### config.mk
export PLATFORM = sky130hd
export DESIGN_NAME = mem_req_arbiter
export DESIGN_NICKNAME = d
export VERILOG_FILES = /design/src/rtl/mem_req_arbiter.sv
export SDC_FILE = /design/constraint.sdc
export NUM_CORES = 1
export LEC_CHECK = 0
export ABC_AREA = 1
export BUFFER_PORTS_ARGS = -buffer_cell sky130_fd_sc_hd__buf_2
export CORE_AREA = 10 10 103 105
export CTS_CLUSTER_SIZE = 10
export DETAILED_ROUTE_END_ITERATION = 6
export DIE_AREA = 0 0 113 115
export MAX_ROUTING_LAYER = met4
export PLACE_DENSITY = 0.71
export SYNTH_ARGS = -nofsm -noshare
export SYNTH_HDL_FRONTEND = slang
export SYNTH_SLANG_ARGS = --single-unit
### constraint.sdc
create_clock -name clk -period 2 [get_ports clk]
set_input_delay 0.1 -clock clk [delete_from_list [all_inputs] [get_ports clk]]
set_output_delay 0.1 -clock clk [all_outputs]
set_load 0.02 [all_outputs]
### src/rtl/mem_req_arbiter.sv
// -----------------------------------------------------------------------------
// mem_req_arbiter
//
// Merges NUM_PORTS memory requesters onto a single memory port. A requester
// is picked combinationally (round-robin or fixed priority). Its request is
// forwarded with zero latency. The index of every accepted request is pushed
// into an in-order ID FIFO, so each downstream response can be steered back
// to the port that issued it.
//
// Parameters
//   NUM_PORTS       number of requester ports (>= 2)
//   XLEN            address / data width
//   MAX_OUTSTANDING depth of the in-flight ID FIFO (power of two, >= 1)
//   ARB_MODE        0 = round-robin, 1 = fixed priority (port 0 highest)
//
// Ports
//   clk, reset          clock, synchronous active-high reset
//   req_valid/ready     per-port request handshake
//   req_addr/data       per-port address and write data, port i at [i*XLEN +: XLEN]
//   req_fcn/typ         per-port write signal (2b) and mask type (3b)
//   res_valid           one-hot response strobe to the issuing port
//   res_data            response data, broadcast to all ports
//   mem_req_*           muxed downstream request
//   mem_res_valid/data  downstream response
//   outstanding         number of in-flight requests
//   err_unexpected_res  sticky: a response arrived with nothing outstanding
// -----------------------------------------------------------------------------
module mem_req_arbiter #(
  parameter int NUM_PORTS       = 2,
  parameter int XLEN            = 32,
  parameter int MAX_OUTSTANDING = 4,
  parameter int ARB_MODE        = 0
) (
  input  logic                                  clk,
  input  logic                                  reset,
  input  logic [NUM_PORTS-1:0]                  req_valid,
  output logic [NUM_PORTS-1:0]                  req_ready,
  input  logic [NUM_PORTS*XLEN-1:0]             req_addr,
  input  logic [NUM_PORTS*XLEN-1:0]             req_data,
  input  logic [NUM_PORTS*2-1:0]                req_fcn,
  input  logic [NUM_PORTS*3-1:0]                req_typ,
  output logic [NUM_PORTS-1:0]                  res_valid,
  output logic [XLEN-1:0]                       res_data,
  output logic                                  mem_req_valid,
  input  logic                                  mem_req_ready,
  output logic [XLEN-1:0]                       mem_req_addr,
  output logic [XLEN-1:0]                       mem_req_data,
  output logic [1:0]                            mem_req_fcn,
  output logic [2:0]                            mem_req_typ,
  input  logic                                  mem_res_valid,
  input  logic [XLEN-1:0]                       mem_res_data,
  output logic [$clog2(MAX_OUTSTANDING+1)-1:0]  outstanding,
  output logic                                  err_unexpected_res
);

  localparam int ID_W  = $clog2(NUM_PORTS);
  localparam int PTR_W = (MAX_OUTSTANDING > 1) ? $clog2(MAX_OUTSTANDING) : 1;
  localparam int CNT_W = $clog2(MAX_OUTSTANDING + 1);

  localparam logic [CNT_W-1:0] MAX_CNT   = CNT_W'(MAX_OUTSTANDING);
  localparam logic [PTR_W-1:0] LAST_SLOT = PTR_W'(MAX_OUTSTANDING - 1);
  localparam logic [ID_W-1:0]  LAST_PORT = ID_W'(NUM_PORTS - 1);

  // State
  logic [ID_W-1:0]  r_rr_ptr;
  logic [PTR_W-1:0] r_wr_ptr;
  logic [PTR_W-1:0] r_rd_ptr;
  logic [CNT_W-1:0] r_count;
  logic             r_err;
  logic [ID_W-1:0]  r_id_fifo [MAX_OUTSTANDING];

  // Combinational
  logic                 w_sel_any;
  logic [ID_W-1:0]      w_sel_idx;
  logic                 w_slot_ok;
  logic                 w_fire;
  logic                 w_push;
  logic                 w_pop;
  logic [ID_W-1:0]      w_head_id;
  logic [NUM_PORTS-1:0] w_res_valid;
  logic [NUM_PORTS-1:0] w_req_ready;

  // (base + k) mod NUM_PORTS, with k in [0, NUM_PORTS)
  function automatic logic [ID_W-1:0] wrap_add(input logic [ID_W-1:0] base, input int k);
    int s;
    s = int'(base) + k;
    if (s >= NUM_PORTS) s = s - NUM_PORTS;
    return ID_W'(s);
  endfunction

  function automatic logic [PTR_W-1:0] next_ptr(input logic [PTR_W-1:0] p);
    return (p == LAST_SLOT) ? '0 : p + 1'b1;
  endfunction

  // Requester selection. Scanning from the far end down to the preferred
  // end lets the last hit win, so no early loop exit is needed.
  always_comb begin
    // NOTE: every combinationally assigned signal gets a default first so
    // that no path through the block leaves it unassigned (no latch).
    w_sel_any = 1'b0;
    w_sel_idx = '0;
    if (ARB_MODE == 1) begin
      for (int i = NUM_PORTS - 1; i >= 0; i--) begin
        if (req_valid[i]) begin
          w_sel_any = 1'b1;
          w_sel_idx = ID_W'(i);
        end
      end
    end else begin
      for (int k = NUM_PORTS - 1; k >= 0; k--) begin
        if (req_valid[wrap_add(r_rr_ptr, k)]) begin
          w_sel_any = 1'b1;
          w_sel_idx = wrap_add(r_rr_ptr, k);
        end
      end
    end
  end

  // A response popping this cycle frees a slot for a same-cycle push.
  assign w_slot_ok = (r_count < MAX_CNT) || mem_res_valid;

  // mem_req_valid is built without mem_req_ready so that a downstream
  // ready that depends on valid cannot form a combinational loop.
  assign mem_req_valid = w_sel_any && w_slot_ok;
  assign w_fire        = mem_req_valid && mem_req_ready;
  assign w_push        = w_fire;
  assign w_pop         = mem_res_valid && (r_count != '0);
  assign w_head_id     = r_id_fifo[r_rd_ptr];

  assign mem_req_addr = w_sel_any ? req_addr[w_sel_idx*XLEN +: XLEN] : '0;
  assign mem_req_data = w_sel_any ? req_data[w_sel_idx*XLEN +: XLEN] : '0;
  assign mem_req_fcn  = w_sel_any ? req_fcn[w_sel_idx*2 +: 2]        : '0;
  assign mem_req_typ  = w_sel_any ? req_typ[w_sel_idx*3 +: 3]        : '0;

  always_comb begin
    w_req_ready = '0;
    w_res_valid = '0;
    for (int i = 0; i < NUM_PORTS; i++) begin
      w_req_ready[i] = w_fire && (w_sel_idx == ID_W'(i));
      w_res_valid[i] = w_pop  && (w_head_id == ID_W'(i));
    end
  end

  assign req_ready          = w_req_ready;
  assign res_valid          = w_res_valid;
  assign res_data           = mem_res_data;
  assign outstanding        = r_count;
  assign err_unexpected_res = r_err;

  // Control state
  always_ff @(posedge clk) begin
    // NOTE: sequential state uses non-blocking assignments so every flop
    // samples values from before the edge, whatever the statement order.
    if (reset) begin
      r_rr_ptr <= '0;
      r_wr_ptr <= '0;
      r_rd_ptr <= '0;
      r_count  <= '0;
      r_err    <= 1'b0;
    end else begin
      if (w_fire && (ARB_MODE == 0))
        r_rr_ptr <= (w_sel_idx == LAST_PORT) ? '0 : w_sel_idx + 1'b1;
      if (w_push) r_wr_ptr <= next_ptr(r_wr_ptr);
      if (w_pop)  r_rd_ptr <= next_ptr(r_rd_ptr);
      case ({w_push, w_pop})
        2'b10:   r_count <= r_count + 1'b1;
        2'b01:   r_count <= r_count - 1'b1;
        default: r_count <= r_count;
      endcase
      // A response with nothing in flight is dropped and flagged until reset.
      if (mem_res_valid && (r_count == '0))
        r_err <= 1'b1;
    end
  end

  // ID storage
  // NOTE: the FIFO array is deliberately not reset; entries are only read
  // between a push and its pop, so the pointers and count alone define
  // validity and the array can map onto plain storage.
  always_ff @(posedge clk) begin
    if (w_push) r_id_fifo[r_wr_ptr] <= w_sel_idx;
  end

endmodule
[After elaboration in Yosys (flattened, before gate mapping)]
Memory sizes are Yosys's and may differ from the RTL's. A register that Yosys moved wholly into a read port is not among the register bits.
Cells that the tools add are included.
Word-level totals
  RAM bits: 4
  output and inout port bits: 110
  memories kept: 1
  input port bits: 176
  register bits after elaboration: 9
  logic and storage cells: 64
Memory list
  r_id_fifo: words 4, width 1, read ports 1, clocked after Yosys merged registers in 1, write ports 1, RTL line 70  | logic [ID_W-1:0] r_id_fifo [MAX_OUTSTANDING];
Cells by class
  multiplexer cells: 22
  reductions and logical operators: 12
  $add $sub $neg: 8
  equal/unequal tests: 4
  magnitude comparators: 5
  shifts and indexed selects: 4
  bitwise logic cells: 2
  multipliers: 1
Operators with widths (count)
  variable part select 64 x 7 -> 32 bit: 2
  two-way mux 32 bit: 2
  two-way mux 1 bit: 13
  two-way mux 2 bit: 5
  logical AND 1 bit: 8
  == test 2 bit, second input constant: 3
  case mux 3 bit (2 select lines): 1
  variable part select 6 x 4 -> 3 bit: 1
  adder 2 x 1 -> 2 bit, second input constant: 2
  less-than comparator 1 x 2 -> 1 bit, second input constant: 2
  variable part select 4 x 3 -> 2 bit: 1
  adder 3 x 1 -> 3 bit, second input constant: 1
  logical NOT 3 bit: 1
  less-than comparator 3 bit, second input constant: 1
  multiplier 1 x 2 -> 3 bit, second input constant: 1
  two-way mux 3 bit: 1
  nonzero test 3 bit: 1
  subtractor 3 x 1 -> 3 bit, second input constant: 1
  adder 1 x 1 -> 2 bit, second input constant: 1
  == test 2 x 1 -> 1 bit, second input constant: 1
  >= comparator 1 x 2 -> 1 bit, second input constant: 1
  >= comparator 2 bit, second input constant: 1
  NOT 1 bit: 2
  nonzero test 2 bit: 1
  3 further kinds: 4

[Longest topological paths before layout]
Gate-level depths: netlist of the first run.
  word-level depth: 11
  gate-level depth with buffers: 14
  gate-level depth less buffers: 13

[Worst setup path after synthesis of the first run]
OpenSTA, ideal clock, no wires.
  kind: reg-to-reg
  from: reg r_count[2], in the netlist outstanding[2]
  to: reg r_count[2], in the netlist outstanding[2]
  path buffers: 1
  required time: 1887 ps
  clock period less this slack: 1846 ps
  arrival: 1733 ps
  stages on the path, launching flop included: 13
  setup time: 113 ps
  setup slack: 154 ps
  cells stage by stage: dfxtp_1 nand2_1 nand3_1 buf_2 ha_1 inv_1 fa_1 inv_1 nand2_1 nand3_1 nand2_1 nand2_1 nor2_1
On the way
  cells in the longest elaborated chain, start to end: 6
  elaborated cells between the ends (all ways): 12
  those cells by class: 2 x add/sub; 1 x order compare; 2 x eq/ne; 1 x mux; 6 x reduce/logical
RTL lines
  start, declared: RTL line 68  | logic [CNT_W-1:0] r_count;
  start signal, assigned: RTL line 166  | 2'b10: r_count <= r_count + 1'b1;
  start signal, assigned: RTL line 167  | 2'b01: r_count <= r_count - 1'b1;
  start signal, assigned: RTL line 168  | default: r_count <= r_count;
  less-than comparator 3 bit: RTL line 120  | assign w_slot_ok = (r_count < MAX_CNT) || mem_res_valid;
  logical OR 1 bit: RTL line 120
  logical AND 1 bit: RTL line 124  | assign mem_req_valid = w_sel_any && w_slot_ok;
  logical AND 1 bit: RTL line 125  | assign w_fire = mem_req_valid && mem_req_ready;
  == test 2 x 1 -> 1 bit / == test 2 bit (equally long branches): RTL line 165  | case ({w_push, w_pop})
  case mux 3 bit (2 select lines) / nonzero test 2 bit (equally long branches)
Several ways; a longest one is shown, not always the timed one.
A chain may end at the register's enable or synchronous reset.

[Worst setup path in the final report of the first run]
  from: reg r_count[0], in the netlist outstanding[0]
  to: reg r_count[2], in the netlist outstanding[2]
On the way
  elaborated cells between the ends (all ways): 12
  those cells by class: 2 x add/sub; 1 x order compare; 2 x eq/ne; 1 x mux; 6 x reduce/logical
RTL lines
  nonzero test 3 bit (*): RTL line 127  | assign w_pop = mem_res_valid && (r_count != '0);
  logical AND 1 bit (*): RTL line 127
  named net w_pop: RTL line 78  | logic w_pop;
  == test 2 x 1 -> 1 bit / == test 2 bit (equally long branches): RTL line 165
  case mux 3 bit (2 select lines) / nonzero test 2 bit (equally long branches)
Mark *: on every way through the listed nets, which the timed path passes. The rest lies on a longest branch.

==> metrics, run 1 <==
initial antenna violation count 2; Seq pwr share 24.5%; max incr delay on CP 380 ps; fin. max-slew vios 0; Power Dens Cells 589 mW/mm²; drt pass-1 iters 4; Nets 723; first-pass GRT wire length 14.5 mm; syn_nets 549; Die W 113 µm; met2 WL post-DR 4.96 mm; worst setup path category register to register; final period utilization 92.5%; Worst-Skew Late Latency 250 ps; final WL 9.74 mm; Area after DPL 0.00293 mm²; Logic pwr share 61.2%; fill count 943; Area growth syn-to-layout 45.2%; mapped cell area 0.00205 mm²; vias in the first global route 2791; VDD IR-drop max 216 µV; Vias per Instance 4.30; CP max-delay cell fa_1; Avg WL per Cell 15.0 µm; maximum clock path buffer count 2; site row count 34; initial core utilization 24.0%; Synth Area per Inst 5.61 µm²; HP Class primary input to register; Tot GR Track Use 13.8%; register area share after synthesis 16.6%; Slew HR 55.9%; gr ovfl total 0; CTS Hold Bufs 0; RSZ-0062 raised after global routing no; internal power 0.916 mW; DRC 0; IO buf count 221; Top Layer Used met4; setup violators final 0; Synth top area share 29.6%; Top delay family on crit path adder cells; met1 WL 3.54 mm; core area 0.00855 mm²; Post-Route Setup TNS 0 ps; Clock power frac 14.3%; status complete, no violations; DR iter-0 viols 109; total CTS buffers 3; CP Launch Type register; most frequent cells in the layout 221 x buf_2, 162 x nand2_1, 65 x o21ai_0, 23 x inv_1, 16 x nor2_1; Sink Count 15; H-tree depth 1; post-synthesis register bit count 15; commonest non-fill, non-tap cell in the layout buf_2; Fmax 540 MHz; Die Y 115 µm; Syn Inst Count 366; final core utilization 34.9%; share of cells above drive strength 1 43.2%; Via Count 2792; # IOs 286; RePlAce Congestion 0.830; Yosys top cell by area nand2_1; Root Buffer Master clkbuf_8; Critical Path Sink Type register; die footprint 0.0130 mm²; Switching Share 47.8%; Yosys warning count 0; Worst Path Max Fanout 5; DPL Wire Length 8.47 mm; Post-CTS Setup Inserts 0; synth top area cells nand2_1 30%, o21ai_0 16%, buf_4 13%, dfxtp_1 11%, edfxtp_1 5.9%; Sw Pwr 0.839 mW; Worst Skew 3.50 ps; crit-path cells inv_1 -> nand3_2 -> nand2_1 -> inv_1 -> ha_1 -> inv_1 -> fa_1 -> inv_1 -> nand2_1 -> nand3_1 -> nand2_1 -> nand2_1 -> nor2_1; MaxCap Viol Count 0; CTS clk-pin slew, worst paths 60 ps; largest net degree at the start of global routing 87; Post-Layout Inst Area 0.00298 mm²; TritonCTS clock tree built; Final ANT Viol Nets 0; number of gates resized after cts 0; Worst-Margin Slew 661 ps; Buf/Inv on CP 4; CP required 2150 ps; min Tclk post-route 1850 ps; Static Leak 1.74 nW; final hold vios 0; data arrival time of the worst path 2000 ps; synth unique cells 20; metal3 WL 1.13 mm
cells by family after synthesis:
logic type      count (synthesis)  share of synthesized area (%)
simple gates                  187                           35.0
buf+inv                        79                           24.3
compound gates                 78                           19.6
flops                          15                           16.6
fa+ha+maj                       7                           4.63
synth_stat cells:
cell	count
or2_2	1
ha_1	6
buf_2	2
buf_6	9
nor2_1	16
nand4_1	1
a21oi_4	1
a21oi_1	6
buf_4	35
nand2_1	162
and2_1	1
edfxtp_1	4
dfxtp_1	11
fa_1	1
o21ai_0	65
clkbuf_1	10
o21ai_1	6
inv_1	23
nand3_1	5
nor2_2	1
per-stage QoR:
step	hold WS (ps)	cells	setup slack, ps	power [mW]
floorplan	169	366	154	1.21
global placement	200	643	230	1.48
detailed placement	200	643	118	1.51
CTS	14.7	647	106	1.76
global route	18.0	649	22.3	1.90
finish	14.0	649	149	1.75
path summary, 6_finish.rpt:
path	slack [ps]	from	cells past startpoint	end
setup / recovery	150	outstanding[0]	13	outstanding[2]
hold / removal	10	reset	2	err_unexpected_res
setup reg to reg	150	outstanding[0]	13	outstanding[2]
hold reg to reg	450	err_unexpected_res	2	err_unexpected_res
metal layers:
layer | up-vias | GRT usage, %
met1 | 1172 | 13.6
met5 | - | -
li1 | 1460 | -
met4 | 0 | 2.96
met2 | 153 | 24.0
met3 | 7 | 7.08
layout make-up:
type                    count  area, µm²  share of cell area [%]
flip-flops and latches     15        340                    11.4
inverters                  23       86.3                    2.90
diodes                      2       5.00                   0.168
well taps                 108        135                    4.53
repair buffers            225       1150                    38.5
multi-input cells         272       1220                    40.9
clock buffers               3       41.3                    1.38
clock inverters             1       5.00                   0.168
worst register-to-register path: stages, from the launching register on:
cell and delay (ps):
dfxtp_1 360, inv_1 100, nand3_2 120, nand2_1 100, inv_1 70, ha_1 160, inv_1 70, fa_1 380
inv_1 70, nand2_1 40, nand3_1 90, nand2_1 90, nand2_1 60, nor2_1 40
power by group through the flow:
| stage | combinational [mW] | sequential [mW] | clock [mW] |
|---|---|---|---|
| final | 1.07 | 0.430 | 0.250 |
| after detailed placement | 1.07 | 0.436 | 0 |
| after floorplan | 0.747 | 0.465 | 0 |
| after CTS | 1.08 | 0.431 | 0.252 |
| after global placement | 1.05 | 0.432 | 0 |
| after global routing | 1.20 | 0.442 | 0.263 |
No activity file was read; power rests on OpenSTA's default activity.
==> run 2: changes to the inputs <==
==> config.mk (replaced) <==
export PLATFORM = sky130hd
export DESIGN_NAME = mem_req_arbiter
export DESIGN_NICKNAME = d
export VERILOG_FILES = /design/src/rtl/mem_req_arbiter.sv
export SDC_FILE = /design/constraint.sdc
export NUM_CORES = 1
export LEC_CHECK = 0
export BUFFER_PORTS_ARGS = -buffer_cell sky130_fd_sc_hd__buf_2
export CORE_AREA = 10 10 102 104
export CTS_CLUSTER_SIZE = 10
export DETAILED_ROUTE_END_ITERATION = 6
export DIE_AREA = 0 0 112 114
export MAX_ROUTING_LAYER = met4
export PLACE_DENSITY = 0.75
export SYNTH_ARGS = -nofsm -noshare
export SYNTH_HDL_FRONTEND = slang
export SYNTH_SLANG_ARGS = --single-unit
==> run 2 against run 1 <==
Against the previous run:
- hold slack improved by 120 ps
- routed wire length rose by 15%
- cell area is 11% higher
- global-route usage increased by 2.0 points
- die area decreased by 1.7%
- synthesized cell count down 3.8%
- non-clock buffer count rose by 10
- sequential power increased by 3%
- critical path type unchanged
==> metrics, run 2 <==
status complete, no violations; Sw Pwr 0.903 mW; Sink Count 15; Avg WL per Cell 17.8 µm; worst setup path category register to register; syn_nets 535; Final ANT Viol Nets 0; final worst slack 100 ps; Static Leak 1.64 nW; CP required 2180 ps; gr ovfl total 0; IO buf count 221; Synth Area per Inst 6.50 µm²; Worst Path Max Fanout 3; TritonCTS clock tree built; Post-synth top cells 70 x nand2_1, 69 x o211ai_1, 67 x o21ai_1; initial antenna violation count 0; post-synthesis register bit count 15; Worst Skew 1.28 ps; Syn Inst Count 352; initial core utilization 27.0%; Fmax 526 MHz; Nets 703; final period utilization 95.0%; core area 0.00847 mm²; Power Dens Cells 580 mW/mm²; vias in the first global route 3317; top-count cell post-synth nand2_1; Via Count 3156; RePlAce Congestion 0.873; CP max-delay cell dfxtp_4; FFs w/ async S/R, synth 0%; most frequent cells in the layout 221 x buf_2, 70 x nand2_1, 69 x o211ai_1, 67 x o21ai_1, 12 x buf_4; setup violators final 0; CTS Hold Bufs 0; CTS clk-pin slew, worst paths 60 ps; first-pass GRT wire length 16.9 mm; Synth Flop Type dfxtp_1; Setup crit start outstanding[2]; max incr delay on CP 370 ps; DPL Wire Length 9.08 mm; Area growth syn-to-layout 44.9%; Vias per Instance 5.03; Tot GR Track Use 15.8%; register area share after synthesis 14.9%; RSZ-0062 raised after global routing no; DP Worst Slack -29.0 ps; synth top area cells o211ai_1 23%, o21ai_1 15%, buf_4 11%, nand2_1 11%, dfxtp_1 9.6%; fin. max-slew vios 0; drt pass-1 iters 4; Slew HR 70.8%; EDFF count, synth 4; MaxCap Viol Count 0; Critical Path Sink Type register; HP Class primary input to register; data arrival time of the worst path 2080 ps; DRC 0; DR iter-0 viols 232; internal power 1.02 mW; Seq pwr share 23.1%; total CTS buffers 3; Root Buffer Master clkbuf_8; Die W 112 µm; min Tclk post-route 1900 ps; H-tree depth 1; VDD IR-drop max 188 µV; Yosys warning count 0; Clock power frac 12.9%; Logic pwr share 64.0%; # IOs 286; Yosys top cell by area o211ai_1; commonest non-fill, non-tap cell in the layout buf_2; largest net degree at the start of global routing 70; Hold Path Origin reset; synth unique cells 31; antenna diode count 0; Worst-Skew Late Latency 250 ps; Worst-Margin Slew 438 ps; mapped cell area 0.00229 mm²; Post-Route Setup TNS 0 ps; die footprint 0.0128 mm²; Synth top area share 22.6%; final hold vios 0; final WL 11.2 mm; CP Launch Type register; maximum clock path buffer count 2; share of cells above drive strength 1 48.4%; Switching Share 47.0%; crit-path cells nor2b_4 -> nor3_2 -> inv_2 -> ha_4 -> inv_1 -> fa_1 -> xor2_1 -> or3_1 -> a21oi_1; RR Startpoint outstanding[2]; Die Y 114 µm; site row count 34
[run 2: final timing paths]
| check | endpoint | slack [ps] | cells past startpoint |
|---|---|---|---|
| hold / removal | outstanding[2] | 140 | 2 |
| setup reg to reg | outstanding[2] | 100 | 9 |
| hold reg to reg | err_unexpected_res | 490 | 2 |
| setup / recovery | outstanding[2] | 100 | 9 |
[run 2: worst max-delay path: cells and delay by family (launching register included)]
| kind | cells | cell delay, ps |
|---|---|---|
| buffers and inverters | 2 | 130 |
| adders and majority gates | 2 | 500 |
| xor gates and xnor gates | 1 | 160 |
| AOI/OAI and AO/OA | 1 | 140 |
| and+or+nand+nor | 3 | 520 |
| DFF | 1 | 370 |
[run 2: power by group through the flow]
| stage | logic (mW) | clock network, mW | registers, mW |
|---|---|---|---|
| 2_1_floorplan | 0.801 | 0 | 0.482 |
| 3_3_place_gp | 1.18 | 0 | 0.439 |
| 3_5_place_dp | 1.21 | 0 | 0.447 |
| 4_1_cts | 1.22 | 0.249 | 0.442 |
| 5_1_grt | 1.35 | 0.267 | 0.456 |
| 6_report | 1.23 | 0.248 | 0.445 |
[run 2: timing repair]
action,CTS,global route
buffers inserted,1,0
resized for setup,1,4
endpoints found under the setup margin,1,1
pin swaps,0,1
[run 2: stage by stage]
step                instance area, µm²  power [mW]  cells  utilization [%]  hold WS (ps)
floorplan                         2300        1.28    352                -           241
global placement                  3240        1.62    622             38.3           200
detailed placement                3240        1.65    622             38.3           200
CTS                               3300        1.91    627             39.0           139
global route                      3310        2.08    627             39.1           167
finish                            3310        1.92    627             39.1           136
[run 2: area by class of cell]
class / instances / area [µm²]
Timing Repair Buffer: 235 / 1240
Inverter: 9 / 33.8
Clock inverter: 1 / 5.00
Sequential cell: 15 / 347
Clock buffer: 3 / 41.3
Multi-Input combinational cell: 256 / 1520
Fill cell: 895 / 5150
Tap cell: 108 / 135
[run 2: cells by family after synthesis]
| kind of cell | share of synthesized area [%] |
|---|---|
| XOR/XNOR | 0.766 |
| buffers and inverters | 19.8 |
| AND/OR/NAND/NOR | 17.4 |
| flip-flops | 14.9 |
| AO/OA/AOI/OAI | 41.6 |
| adder cells (fa/ha/maj) | 4.16 |
| multiplexers | 1.42 |
[run 2: per-layer routing]
metal / vias to the layer above / track usage, % / routed length, µm
met5: - / - / 0
met4: 0 / 2.37 / 88
met3: 9 / 4.72 / 1110
met2: 184 / 28.0 / 5880
met1: 1407 / 17.4 / 4120
li1: 1556 / - / -
==> run 3: changes to the inputs <==
--- a/config.mk
+++ b/config.mk
@@ -12,6 +12,7 @@
 export DIE_AREA = 0 0 112 114
 export MAX_ROUTING_LAYER = met4
 export PLACE_DENSITY = 0.75
+export RECOVER_POWER = 100
 export SYNTH_ARGS = -nofsm -noshare
 export SYNTH_HDL_FRONTEND = slang
 export SYNTH_SLANG_ARGS = --single-unit
==> run 3 against run 2 <==
Against the previous run:
- via count up 0.48%
- critical path type unchanged
- cell area fell by 3.1%
- sequential share of layout area grew 0.33 points
- power shrank 2.8%
- clock-buffer cell count unchanged
- sequential power is essentially flat
- first-iteration DRC count increased by 2.6%
- register-to-register slack barely moved
- final cell count is the same
- non-clock buffer count unchanged
- largest cell class unchanged
- global-route usage unchanged
==> metrics, run 3 (synthesis gave the netlist of run 2 again) <==
first-pass GRT wire length 16.9 mm; Tot GR Track Use 15.8%; largest net degree at the start of global routing 70; HP Class primary input to register; DPL Wire Length 9.08 mm; Area growth syn-to-layout 40.4%; Power Dens Cells 582 mW/mm²; VDD IR-drop max 186 µV; vias in the first global route 3317; crit path capture outstanding[2]; Critical Path Sink Type register; data arrival time of the worst path 2080 ps; Final ANT Viol Nets 0; max incr delay on CP 370 ps; final hold vios 0; setup violators final 0; reg2reg setup slack 90 ps; Worst Path Max Fanout 3; maximum clock path buffer count 2; commonest non-fill, non-tap cell in the layout buf_2; MaxCap Viol Count 0; # IOs 286; Avg WL per Cell 17.8 µm; fin. max-slew vios 0; RSZ-0062 raised after global routing no; Vias per Instance 5.06; RR Startpoint outstanding[2]; RePlAce Congestion 0.873; Worst-Margin Slew 445 ps; TritonCTS clock tree built; Slew HR 70.3%; worst setup path category register to register; Setup crit start outstanding[2]; antenna diode count 0; Die Y 114 µm; core area 0.00847 mm²; initial antenna violation count 0; Die W 112 µm; min Tclk post-route 1910 ps; initial core utilization 27.0%; Static Leak 1.37 nW; CP max-delay cell dfxtp_4; Worst Skew 1.66 ps; DRC 0; Buf/Inv on CP 2; final WL 11.2 mm; status complete, no violations; Hold Path Origin reset; CTS clk-pin slew, worst paths 60 ps; Sink Count 15; hold depth 2; Worst path depth 9; CP required 2180 ps; site row count 34; most frequent cells in the layout 145 x buf_2, 78 x clkbuf_1, 70 x nand2_1, 69 x o211ai_1, 65 x o21ai_1; Root Buffer Master clkbuf_8; Post-Route Setup TNS 0 ps; CP Launch Type register; Fmax 525 MHz; RR Endpoint outstanding[2]; Nets 703; worst r2r path cells 9; Top delay family on crit path simple AND/OR/NAND/NOR gates; final period utilization 95.3%; Worst-Skew Late Latency 250 ps; final worst slack 94.5 ps; H-tree depth 1; DR iter-0 viols 238; die footprint 0.0128 mm²; share of cells above drive strength 1 33.1%; crit-path cells nor2b_4 -> nor3_2 -> inv_2 -> ha_4 -> inv_1 -> fa_1 -> xor2_1 -> or3_1 -> a21oi_1; Via Count 3171; IO buf count 221; drt pass-1 iters 4; DP Worst Slack -29.0 ps; total CTS buffers 3; gr ovfl total 0
==> run 3: cell count changes in the layout (fill, tap and decap cells not counted) <==
| cell | before | now |
|---|---|---|
| and2_0 | 0 | 3 |
| and2_1 | 5 | 2 |
| buf_2 | 221 | 145 |
| buf_4 | 12 | 10 |
| clkbuf_1 | 0 | 78 |
| inv_1 | 7 | 8 |
| inv_2 | 2 | 1 |
| o21ai_0 | 3 | 5 |
| o21ai_1 | 67 | 65 |
==> run 3: power by group <==
group / leakage [nW] / switching (mW) / internal (mW)
registers: 0.129 / 0.0590 / 0.385
logic: 1.22 / 0.735 / 0.441
clock network: 0.0255 / 0.110 / 0.138
total: 1.37 / 0.904 / 0.964
==> run 3: final cells by class <==
cell class	instances	area, µm²
clock inverter	1	5.00
multi-input combinational	256	1520
clock buffer	3	41.3
sequential	15	347
tap	108	135
timing repair buffer	235	1130
fill	936	5260
inverter	9	33.8
==> run 3: worst min path at each step <==
stage / to / slack (ps)
global placement: res_data[13] / 200
detailed placement: res_data[13] / 200
global route: outstanding[2] / 170
floorplan: err_unexpected_res / 240
CTS: outstanding[2] / 140
finish: outstanding[2] / 140
==> run 3: metal layers <==
layer / up-vias / part of all wire (%) / global-route usage (%) / wire length (µm)
met5: - / 0 / - / 0
met4: 0 / 0.80 / 2.37 / 89
met3: 9 / 9.3 / 4.72 / 1040
met2: 171 / 53 / 28.0 / 5870
met1: 1433 / 37 / 17.4 / 4170
li1: 1558 / - / - / -
==> run 3: metrics by stage <==
stage	std cells	power, mW	utilization (%)	instance area [µm²]	hold WS (ps)
after floorplan	352	1.28	-	2300	241
after global placement	622	1.62	38.3	3240	200
after detailed placement	622	1.65	38.3	3240	200
after CTS	627	1.91	39.0	3300	139
after global routing	627	2.03	37.9	3210	167
final	627	1.87	37.9	3210	137
==> run 3: repair_timing <==
action / in CTS / in global routing
pin swaps: 0 / 1
resized for setup: 1 / 4
hold buffers: 0 / 0
setup buffers: 1 / 0
endpoints found under the setup margin: 1 / 1
==> run 3: worst reg2reg max path, stage by stage, from the launching register on <==
cell and delay (ps):
dfxtp_4 370, nor2b_4 170, nor3_2 60, inv_2 90, ha_4 130, inv_1 40, fa_1 370, xor2_1 160
or3_1 300, a21oi_1 140
